### config.mk
export PLATFORM = sky130hd
export DESIGN_NAME = tms34020_mmtm_seq
export DESIGN_NICKNAME = d
export VERILOG_FILES = /design/src/rtl/tms34020_mmtm_seq_pkg.sv /design/src/rtl/tms34020_mmtm_seq_prio16.sv /design/src/rtl/tms34020_mmtm_seq.sv
export SDC_FILE = /design/constraint.sdc
export NUM_CORES = 1
export LEC_CHECK = 0
export CAP_MARGIN = 20
export CORE_MARGIN = 5
export CORE_UTILIZATION = 45
export DETAILED_ROUTE_END_ITERATION = 12
export GPL_TIMING_DRIVEN = 0
export PLACE_DENSITY = 0.76
export SLEW_MARGIN = 10
export SYNTH_ARGS = -nofsm -noshare
export SYNTH_HDL_FRONTEND = slang
export SYNTH_SLANG_ARGS = --single-unit
### constraint.sdc
create_clock -name clk_i -period 5.65 [get_ports clk_i]
set_clock_uncertainty 0.2 [all_clocks]
set_input_delay 0.565 -clock clk_i [delete_from_list [all_inputs] [get_ports clk_i]]
set_output_delay 0.565 -clock clk_i [all_outputs]
set_load 0.02 [all_outputs]
### src/rtl/tms34020_mmtm_seq_pkg.sv
// ============================================================================
// tms34020_pkg : shared types and constants for the MMTM sequencer
// Rev 1.0
// ============================================================================
`default_nettype none

package tms34020_pkg;

   localparam int       STEP_BITS_DEFAULT = 32;
   localparam logic [3:0] SP_IDX          = 4'hF;

   typedef enum logic [2:0] {
      IDLE    = 3'd0,
      LDPTR   = 3'd1,
      READ    = 3'd2,
      WREQ    = 3'd3,
      WBPTR   = 3'd4,
      DONE_ST = 3'd5
   } mmtm_state_t;

endpackage

`default_nettype wire

### src/rtl/tms34020_mmtm_seq_prio16.sv
// ============================================================================
// tms34020_prio16 : index of the highest set bit of a 16-bit vector
// Rev 1.0
// ============================================================================
`default_nettype none

module tms34020_prio16 (
   input  logic [15:0] vec_i,
   output logic [3:0]  idx_o,
   output logic        any_o
);

   always_comb begin
      idx_o = 4'd0;
      // Ascending scan: the last hit, i.e. the highest bit, wins.
      for (int i = 0; i < 16; i++) begin
         if (vec_i[i]) idx_o = 4'(i);
      end
   end

   assign any_o = |vec_i;

endmodule

`default_nettype wire

### src/rtl/tms34020_mmtm_seq.sv
// ============================================================================
// tms34020_mmtm_seq : move-multiple-to-memory sequencer (register list to memory)
// Rev 1.0
// ============================================================================
`default_nettype none

module tms34020_mmtm_seq
   import tms34020_pkg::*;
#(
   parameter int STEP_BITS = STEP_BITS_DEFAULT
) (
   input  logic        clk_i,
   input  logic        rst_i,
   input  logic        ce_i,
   input  logic        start_i,
   input  logic [15:0] mask_i,
   input  logic        file_b_i,
   input  logic [3:0]  ptr_a_i,
   output logic [4:0]  rf_ra_a_o,
   input  logic [31:0] rf_ra_q_i,
   output logic [4:0]  rf_wa_a_o,
   output logic [31:0] rf_wa_d_o,
   output logic        rf_wa_we_o,
   output logic        mem_req_o,
   output logic [31:0] mem_addr_o,
   output logic [31:0] mem_data_o,
   input  logic        mem_ack_i,
   output logic        busy_o,
   output logic        done_o
);

   localparam logic [31:0] STEP = 32'(STEP_BITS);

   mmtm_state_t state_q, state_d;
   logic [15:0] mask_q, mask_d;
   logic        file_q, file_d;
   logic [3:0]  ptra_q, ptra_d;
   logic [31:0] ptr_q, ptr_d;
   logic [31:0] addr_q, addr_d;
   logic [31:0] data_q, data_d;

   logic [3:0]  hi_idx;
   logic        mask_any;

   tms34020_prio16 u_prio (
      .vec_i (mask_q),
      .idx_o (hi_idx),
      .any_o (mask_any)
   );

   always_ff @(posedge clk_i) begin
      if (rst_i) begin
         state_q <= IDLE;
         mask_q  <= '0;
         file_q  <= 1'b0;
         ptra_q  <= '0;
         ptr_q   <= '0;
         addr_q  <= '0;
         data_q  <= '0;
      end else if (ce_i) begin
         state_q <= state_d;
         mask_q  <= mask_d;
         file_q  <= file_d;
         ptra_q  <= ptra_d;
         ptr_q   <= ptr_d;
         addr_q  <= addr_d;
         data_q  <= data_d;
      end
   end

   always_comb begin
      state_d   = state_q;
      mask_d    = mask_q;
      file_d    = file_q;
      ptra_d    = ptra_q;
      ptr_d     = ptr_q;
      addr_d    = addr_q;
      data_d    = data_q;
      rf_ra_a_o = 5'd0;
      case (state_q)
         IDLE: begin
            if (start_i) begin
               mask_d  = mask_i;
               file_d  = file_b_i;
               ptra_d  = ptr_a_i;
               state_d = LDPTR;
            end
         end
         LDPTR: begin
            rf_ra_a_o = {file_q, ptra_q};
            ptr_d     = rf_ra_q_i;
            state_d   = mask_any ? READ : WBPTR;
         end
         READ: begin
            // Predecrement: each store lands one slot below the previous one.
            rf_ra_a_o      = {file_q, hi_idx};
            data_d         = rf_ra_q_i;
            addr_d         = ptr_q - STEP;
            ptr_d          = ptr_q - STEP;
            mask_d[hi_idx] = 1'b0;
            state_d        = WREQ;
         end
         WREQ: begin
            if (mem_ack_i) state_d = mask_any ? READ : WBPTR;
         end
         WBPTR:   state_d = DONE_ST;
         DONE_ST: state_d = IDLE;
         default: state_d = IDLE;
      endcase
   end

   assign mem_req_o  = (state_q == WREQ);
   assign mem_addr_o = addr_q;
   assign mem_data_o = data_q;
   assign busy_o     = (state_q != IDLE);
   assign done_o     = ce_i && (state_q == DONE_ST);
   assign rf_wa_we_o = ce_i && (state_q == WBPTR);
   assign rf_wa_a_o  = (state_q == WBPTR) ? {file_q, ptra_q} : 5'd0;
   assign rf_wa_d_o  = (state_q == WBPTR) ? ptr_q : 32'd0;

endmodule

`default_nettype wire

==> summary.md, run 1 <==
| Metric | Value |
|---|---|
| Sequential area share after synthesis | `0.401` |
| Root Buffer | `clkbuf_16` |
| GRT Total Usage | `0.266` |
| Htree depth | `4` |
| Synth Area per Inst | `about 7.7 µm²` |
| DR WL/cell | `between 15 and 20 µm` |
| Slew @ Worst Pin | `approximately 0.87 ns` |
| CTS tree | `done` |
| Worst vdd ir | `0.000198 V` |
| Pleak | `0.00297 µW` |
| Post-route ant nets | `0` |
| Flop pwr share | `0.341` |
| Pre-CTS WS | `roughly 2.2 ns` |
| Yosys reg bits | `120` |
| Die ar. | `15700 µm²` |
| Setup slack after layout | `~1.7 ns` |
| Hold Fails Final Rpt | `0` |
| Period utilization | `0.695` |
| Final Max Tran Viols | `0` |
| Layout Nets | `between 1000 and 1500` |
| Asr flop ratio synth | `0` |
| Initial DRC Count | `675` |
| IO Pins | `roughly 170` |
| Unrepaired setup endpoints after global routing | `false` |
| HPWL Detailed | `15900 µm` |
| Critical path arrival | `around 3.2 ns` |
| Slew Limit Headroom | `0.418` |
| PD cells | `321 nW/µm²` |
| Synth area leader | `dfxtp_1` |
| Filler cells | `approximately 1200` |
| Hold Path Class | `reg2reg` |
| Psw | `roughly 850 µW` |
| Fmax | `~250 MHz` |
| Hold_ws | `roughly 0.25 ns` |
| First-pass GRT wire length | `33700 µm` |
| Max Cap Viol | `0` |
| N_diodes | `0` |
| Starting Density | `0.456` |
| P_int | `1880 µW` |
| Clk sinks | `120` |
| Num CTS Buffers | `17` |
| Synth-to-layout area growth | `41.8%` |
| Final setup TNS | `0 ns` |
| Critical path type | `reg2out` |
| Final worst path period need | `just under 4 ns` |
| Total length of routed wires | `21200 µm` |
| GPL Wtd Cong | `roughly 0.96` |
| Die Wd | `about 130 µm` |
| Top post-synthesis cells by area | `dfxtp_1 (40%), nand2_1 (9.2%), a21oi_1 (6.9%), nor2_1 (4.4%), clkbuf_1 (3.8%)` |
| Synthesized area | `5990 µm²` |
| Total power | `2730 µW` |
| Via-per-instance ratio | `5.75` |
| Hold_buf cts | `0` |
| Post-synth EDFFs | `0` |
| Largest net degree at the start of global routing | `17` |
| CP Data Required Time | `approximately 4.9 ns` |
| CP Max Fanout | `10` |
| Startpoint types | `flip-flop` |
| Number of global-route vias before repair | `around 6300` |
| Input/output buffers | `around 170` |
| Post-CTS setup repair buffer count | `0` |
| Most frequent cell after synthesis | `nand2_1` |
| Mapped Nets | `~840` |
| CTS clock-pin slew for the worst setup and hold paths | `about 0.060 ns` |
| Prevailing post-synth register cell | `dfxtp_1` |
| Sw Share | `0.313` |
| Vias post-DR | `6631` |
| DRC Markers | `0` |
| Final setup fails | `0` |
| GRT overflow | `0` |
| Yosys warns | `0` |
| Mapped Cells | `a little under 800` |
| Share of the synthesized area in the top cell type | `0.401` |
| Core Region | `13100 µm²` |
| Row cnt | `between 40 and 50` |
| Commonest cells in the netlist | `nand2_1 (147), dfxtp_1 (120), a21oi_1 (83)` |
| Synth unique cells | `61` |
| Worst Setup End Kind | `primary output` |
| CTS max path bufs | `2` |
| Post-CTS Resized | `0` |
| Clock share of power | `0.416` |
| Chip Height | `125 µm` |
| Pre-antenna DRT Iters | `6` |
| Status | `completed` |
| Worst-Skew Late Latency | `0.42 ns` |
| Power share of the combinational group | `0.243` |
| Layout cells sized above 1 | `0.0491` |
| Initial antenna violation count | `0` |
==> kinds of logic after synthesis <==
kind of cell,synth area share
XOR/XNOR,0.0263
adder cells (fa/ha/maj),0.00209
flip-flops,0.401
AO/OA/AOI/OAI,0.210
buffers and inverters,0.0478
AND/OR/NAND/NOR,0.288
multiplexers,0.0253
==> final timing paths <==
kind,start,endpoint,slack (ns),cells after the start
worst max register to register,ptr_q[5],ptr_q[31],2.52,8
worst max-delay path,state_q[2],rf_wa_d_o[7],1.72,6
worst min-delay path,mem_data_o[26],mem_data_o[26],0.25,2
worst min register to register,mem_data_o[26],mem_data_o[26],0.25,2
==> placed cells by master (no fill, tap or decap), types with 10 or more instances in the layout <==
cell type and instances:
nor3_1 24, o21ai_0 18, a311oi_1 10, or4_1 10
nand2_1 147, dfxtp_1 120, clkbuf_1 60, nor2_1 71
clkbuf_16 17, mux2i_1 14, clkdlybuf4s50_1 166, nand3_1 15
and2_1 33, a211oi_1 21, a21oi_1 83
==> power by group through the flow <==
stage          logic [µW]  registers, µW  clock network [µW]
2_1_floorplan         416            955                   0
3_3_place_gp          643            946                   0
3_5_place_dp          645            947                   0
4_1_cts               651            929                1140
5_1_grt               719            937                1180
6_report              664            931                1130
==> layer usage <==
metal,vias to the layer above,GRT usage,share of wire,wire length (µm)
met1,3085,0.349,0.41,8780
met4,0,0.0912,0.025,529
met5,-,0,0,0
li1,3129,-,-,-
met2,379,0.416,0.45,9460
met3,38,0.0849,0.11,2410
==> state kept, by name, summed over array words and instances (netlist names) <==
| register | flops |
|---|---|
| file_q | 1 |
| mem_addr_o | 32 |
| mask_q | 16 |
| mem_data_o | 32 |
| state_q | 3 |
| ptr_q | 32 |
| ptra_q | 4 |
==> final cells by class <==
type,count,area [µm²],share of cell area
plain buffers,65,253,0.0297
clock buffers,19,453,0.0533
clock inverters,13,169,0.0199
inverters,9,33.8,0.00398
multi-input cells,586,3300,0.389
flip-flops and latches,120,2400,0.283
well taps,176,220,0.0259
repair buffers,166,1660,0.196
==> critical path, stage by stage, from the launching register on <==
cell and delay (ns):
dfxtp_1 0.31, clkbuf_1 0.33, nand2b_1 0.25, nor2_1 0.56
clkbuf_1 0.45, and2_1 0.23, clkdlybuf4s50_1 0.61
==> stage by stage <==
stage / cells / cell area [µm²] / utilization
after CTS: 1154 / 8500 / 0.647
after global routing: 1154 / 8500 / 0.647
after global placement: 1122 / 7870 / 0.599
after detailed placement: 1122 / 7870 / 0.599
final: 1154 / 8500 / 0.647
after floorplan: 780 / 5990 / -
No activity file was read; power rests on OpenSTA's default activity.
==> inputs of run 2 (changes only) <==
- clock period: 5.65 -> 3.95 ns (I/O delays scaled with it)
==> run 2 against run 1 <==
  * Hold slack got worse by 0.00052 ns
  * Combinational power rose by 43%
  * Global-route usage stayed put
  * Routed wire length fell by 0.27%
  * Via count decreased by 1.1%
  * Cell area about the same
  * Register-to-register slack worse by 1.7 ns
  * Sequential power up 43%
  * Die area unchanged
  * Largest cell class unchanged
  * Highest routed layer unchanged
==> summary.md, run 2 (synthesis gave the netlist of run 1 again) <==
| Metric | Value |
|---|---|
| Pre-antenna DRT Iters | `8 (was 6)` |
| CTS tree | `done (unchanged)` |
| Period utilization | `0.906` |
| Num CTS Buffers | `17 (unchanged)` |
| Reg2reg setup slack | `0.83 ns (was 2.52 ns)` |
| Filler cells | `1209 (was 1208)` |
| Layout cells sized above 1 | `0.0501 (was 0.0491)` |
| Max Cap Viol | `0 (unchanged)` |
| Clk sinks | `120 (unchanged)` |
| Worst-Skew Late Latency | `0.42 ns (about the same)` |
| Worst Setup End Kind | `primary output (unchanged)` |
| Most frequent cells in the layout | `clkdlybuf4s50_1 (166), nand2_1 (147), dfxtp_1 (120) (unchanged)` |
| Slew @ Worst Pin | `0.900 ns (was 0.867 ns)` |
| Post-route ant nets | `0 (unchanged)` |
| Total length of routed wires | `21100 µm (was 21200 µm)` |
| DR WL/cell | `18.3 µm (was 18.4 µm)` |
| CTS max path bufs | `2 (unchanged)` |
| Worst vdd ir | `0.000284 V (was 0.000198 V)` |
| Die ar. | `15700 µm² (unchanged)` |
| PD cells | `459 nW/µm² (was 321 nW/µm²)` |
| Vias post-DR | `6560 (was 6631)` |
| Critical path arrival | `2.98 ns (was 3.16 ns)` |
| Starting Density | `0.456 (unchanged)` |
| Most common cell after layout, fill and taps aside | `clkdlybuf4s50_1 (unchanged)` |
| Hold Fails Final Rpt | `0 (unchanged)` |
| Status | `completed (unchanged)` |
| GRT Total Usage | `0.266 (unchanged)` |
| Initial antenna violation count | `0 (unchanged)` |
| Fmax | `approximately 280 MHz` |
| DRC Markers | `0 (unchanged)` |
| Input/output buffers | `166 (unchanged)` |
| Final setup fails | `0 (unchanged)` |
| Largest net degree at the start of global routing | `17 (unchanged)` |
| Chip Height | `125 µm (unchanged)` |
| Pleak | `0.00297 µW (about the same)` |
| Number of global-route vias before repair | `6283 (unchanged)` |
| GRT overflow | `0 (unchanged)` |
| Unrepaired setup endpoints after global routing | `false (unchanged)` |
| Final worst path period need | `3.58 ns` |
| CP Max Fanout | `10 (unchanged)` |
| Row cnt | `42 (unchanged)` |
| Die Wd | `125 µm (unchanged)` |
| N_diodes | `0 (unchanged)` |
| Initial DRC Count | `747 (was 675)` |
| Via-per-instance ratio | `5.68 (was 5.75)` |
| Startpoint types | `flip-flop (unchanged)` |
| Layout Nets | `1024 (unchanged)` |
| Final setup TNS | `0 ns (unchanged)` |
| Critical path type | `reg2out (unchanged)` |
| Final Util | `0.647 (about the same)` |
| CTS clock-pin slew for the worst setup and hold paths | `0.06 ns (about the same)` |
| GPL Wtd Cong | `0.956 (unchanged)` |
| Slew Limit Headroom | `0.396 (was 0.418)` |
| Final Max Tran Viols | `0 (unchanged)` |
| IO Pins | `168 (unchanged)` |
| Core Region | `13100 µm² (unchanged)` |
| CP Data Required Time | `3.36 ns (was 4.89 ns)` |
| Root Buffer | `clkbuf_16 (unchanged)` |
| First-pass GRT wire length | `33700 µm (unchanged)` |
| Htree depth | `4 (unchanged)` |
| HPWL Detailed | `15900 µm (unchanged)` |
| Hold_ws | `0.251 ns (about the same)` |
| Synth-to-layout area growth | `41.8% (about the same)` |
| Hold Path Class | `reg2reg (unchanged)` |
-- run 2: path summary, 6_finish.rpt --
path         cells past startpoint           start              to
max                              6      state_q[2]    rf_wa_d_o[7]
min reg2reg                      2  mem_data_o[26]  mem_data_o[26]
max reg2reg                      8        ptr_q[5]       ptr_q[31]
min                              2  mem_data_o[26]  mem_data_o[26]
-- run 2: area by class of cell --
class	count	area, µm²	area share
Buffer	65	253	0.0297
Clock buffer	19	453	0.0533
Clock inverter	13	169	0.0199
Inverter	9	33.8	0.00398
Multi-Input combinational cell	586	3310	0.389
Sequential cell	120	2400	0.283
Tap cell	176	220	0.0259
Timing Repair Buffer	166	1660	0.196
-- run 2: repair_timing --
item                                    CTS  global route
resized for setup                         0             1
buffers inserted                          0             0
hold buffers                              0             0
endpoints found under the hold margin     0             0
endpoints found under the setup margin    0             2
-- run 2: report_power, final --
part | internal (µW) | switching (µW) | leakage (µW) | total [µW]
registers | 1270 | 59.1 | 0.000973 | 1330
logic | 380 | 570 | 0.00170 | 950
clock network | 1030 | 592 | 0.000293 | 1620
-- run 2: per-layer routing --
| metal | global-route usage | wire [µm] | vias up | share of wire |
|---|---|---|---|---|
| met5 | 0 | 0 | - | 0 |
| met4 | 0.0912 | 580 | 0 | 0.027 |
| met3 | 0.0849 | 2310 | 45 | 0.11 |
| met2 | 0.416 | 9470 | 343 | 0.45 |
| met1 | 0.349 | 8760 | 3036 | 0.41 |
| li1 | - | - | 3136 | - |
-- run 2: worst max-delay path, stage by stage (launching register included) --
cell and delay, ns:
dfxtp_1 0.31, clkbuf_1 0.33, nand2b_1 0.27, nor2_2 0.39, clkbuf_1 0.43, and2_1 0.23
clkdlybuf4s50_1 0.61
-- run 2: metrics by stage --
| stage | instance area [µm²] | total power, µW | worst slack (ns) | instances |
|---|---|---|---|---|
| after floorplan | 5990 | 1960 | 1.32 | 780 |
| after CTS | 8500 | 3890 | 0.229 | 1154 |
| final | 8500 | 3900 | 0.372 | 1154 |
| after detailed placement | 7870 | 2280 | 0.676 | 1122 |
| after global placement | 7870 | 2270 | 0.677 | 1122 |
| after global routing | 8500 | 4060 | 0.167 | 1154 |
==> inputs of run 3 (changes only) <==
--- a/constraint.sdc
+++ b/constraint.sdc
@@ -4,2 +4,2 @@
 set_output_delay 0.395 -clock clk_i [all_outputs]
-set_load 0.02 [all_outputs]
+set_load 0.05 [all_outputs]
==> run 3 against run 2 <==
  * Sequential power about the same
  * Worst setup slack got worse by 0.089 ns
  * Global-route usage unchanged
  * Sequential share of layout area hardly changed
  * Non-clock buffer count stayed put
==> summary.md, run 3 (synthesis gave the netlist of run 1 again) <==
| Metric | Value |
|---|---|
| Worst-Skew Late Latency | `0.42 ns (about the same)` |
| Initial DRC Count | `655 (was 747)` |
| Max Cap Viol | `0 (unchanged)` |
| Critical path arrival | `3.07 ns (was 2.98 ns)` |
| Layout Nets | `1024 (unchanged)` |
| Htree depth | `4 (unchanged)` |
| Die ar. | `15700 µm² (unchanged)` |
| Clk sinks | `120 (unchanged)` |
| Fmax | `273 MHz (was 279 MHz)` |
| Synth-to-layout area growth | `41.8% (about the same)` |
| Final worst path period need | `3.67 ns (was 3.58 ns)` |
| Slew @ Worst Pin | `0.890 ns (was 0.900 ns)` |
| Power share of the combinational group | `0.256 (was 0.243)` |
| Num CTS Buffers | `17 (unchanged)` |
| CP Data Required Time | `3.36 ns (about the same)` |
| Post-route ant nets | `0 (unchanged)` |
| Sw Share | `0.324 (was 0.313)` |
| CTS max path bufs | `2 (unchanged)` |
| Flop pwr share | `0.335 (was 0.341)` |
| Number of global-route vias before repair | `6283 (unchanged)` |
| Final setup fails | `0 (unchanged)` |
| Area after DPL | `7870 µm² (unchanged)` |
| Input/output buffers | `166 (unchanged)` |
| GRT Total Usage | `0.266 (unchanged)` |
| Final Max Tran Viols | `0 (unchanged)` |
| Via-per-instance ratio | `5.69 (was 5.68)` |
| Layout cells sized above 1 | `0.0511 (was 0.0501)` |
| Final setup TNS | `0 ns (unchanged)` |
| IO Pins | `168 (unchanged)` |
| Worst vdd ir | `0.000288 V (was 0.000284 V)` |
| Post-route cell area | `8500 µm² (about the same)` |
| Slew Limit Headroom | `0.403 (was 0.396)` |
| Chip Height | `125 µm (unchanged)` |
| Hold Path Class | `reg2reg (unchanged)` |
| CTS tree | `done (unchanged)` |
| Worst Setup End Kind | `primary output (unchanged)` |
| Hold Fails Final Rpt | `0 (unchanged)` |
| DR WL/cell | `18.3 µm (about the same)` |
| N_diodes | `0 (unchanged)` |
| GRT overflow | `0 (unchanged)` |
| HPWL Detailed | `15900 µm (unchanged)` |
| Filler cells | `1208 (was 1209)` |
| Pleak | `0.00297 µW (about the same)` |
| Reg2reg setup slack | `0.82 ns (was 0.83 ns)` |
| CP Max Fanout | `10 (unchanged)` |
| Core Region | `13100 µm² (unchanged)` |
| First-pass GRT wire length | `33700 µm (unchanged)` |
| Storage cell area | `2400 µm² (unchanged)` |
| Critical path type | `reg2out (unchanged)` |
| Status | `completed (unchanged)` |
| Starting Density | `0.456 (unchanged)` |
| Total length of routed wires | `21200 µm (was 21100 µm)` |
| P_int | `2680 µW (about the same)` |
| Startpoint types | `flip-flop (unchanged)` |
| Clock share of power | `0.409 (was 0.416)` |
| Most frequent cells in the layout | `clkdlybuf4s50_1 (166), nand2_1 (147), dfxtp_1 (120) (unchanged)` |
| PD cells | `467 nW/µm² (was 459 nW/µm²)` |
| Pre-antenna DRT Iters | `7 (was 8)` |
| GPL Wtd Cong | `0.956 (unchanged)` |
| Period utilization | `0.928 (was 0.906)` |
| Hold_buf cts | `0 (unchanged)` |
| Area of the multi-input gates | `3310 µm² (unchanged)` |
| Most common cell after layout, fill and taps aside | `clkdlybuf4s50_1 (unchanged)` |
| Psw | `1290 µW (was 1220 µW)` |
| Die Wd | `125 µm (unchanged)` |
| Row cnt | `42 (unchanged)` |
| Unrepaired setup endpoints after global routing | `false (unchanged)` |
| Largest net degree at the start of global routing | `17 (unchanged)` |
| Initial antenna violation count | `0 (unchanged)` |
| Root Buffer | `clkbuf_16 (unchanged)` |
| CTS clock-pin slew for the worst setup and hold paths | `0.06 ns (about the same)` |
| DRC Markers | `0 (unchanged)` |
| Vias post-DR | `6562 (was 6560)` |
-- run 3: path summary, 6_finish.rpt --
path / startpoint / end / cells after the start
max reg2reg: ptr_q[5] / ptr_q[31] / 8
min: mem_data_o[26] / mem_data_o[26] / 2
min reg2reg: mem_data_o[26] / mem_data_o[26] / 2
max: state_q[2] / rf_wa_d_o[29] / 6
-- run 3: cell type report --
type	instances	share of cell area
Multi-Input combinational cell	586	0.389
Sequential cell	120	0.283
Timing Repair Buffer	166	0.195
Clock buffer	19	0.0533
Buffer	65	0.0299
Tap cell	176	0.0259
Clock inverter	13	0.0199
Inverter	9	0.00397
-- run 3: power by group through the flow --
stage / Sequential (µW) / Combinational (µW) / Clock [µW]
after floorplan: 1420 / 608 / 0
after global placement: 1350 / 983 / 0
after detailed placement: 1350 / 986 / 0
after CTS: 1330 / 994 / 1630
after global routing: 1340 / 1090 / 1690
final: 1330 / 1010 / 1620
-- run 3: routing by layer --
metal  vias up  share of wire  track usage
met5         -              0            0
met4         0          0.025       0.0912
met3        39           0.11       0.0849
met2       344           0.45        0.416
met1      3053           0.42        0.349
li1       3126              -            -
-- run 3: what timing repair did --
action / CTS / global route
buffers inserted: 0 / 0
resized for setup: 0 / 3
hold endpoints to repair: 0 / 0
endpoints found under the setup margin: 0 / 20
-- run 3: stage by stage --
step	setup slack, ns	hold slack, ns	cells	total power [µW]	util
2_1_floorplan	1.06	0.240	780	2020	-
3_3_place_gp	0.478	0.241	1122	2340	0.599
3_5_place_dp	0.477	0.247	1122	2340	0.599
4_1_cts	0.0299	0.255	1154	3960	0.647
5_1_grt	0.0765	0.269	1154	4130	0.647
6_report	0.283	0.252	1154	3970	0.647
-- run 3: worst max-delay path, cell delays in order (launching register included) --
cell,delay (ns)
dfxtp_1,0.31
clkbuf_1,0.32
nand2b_1,0.26
nor2_2,0.38
clkbuf_1,0.35
and2_1,0.22
clkdlybuf4s50_1,0.81
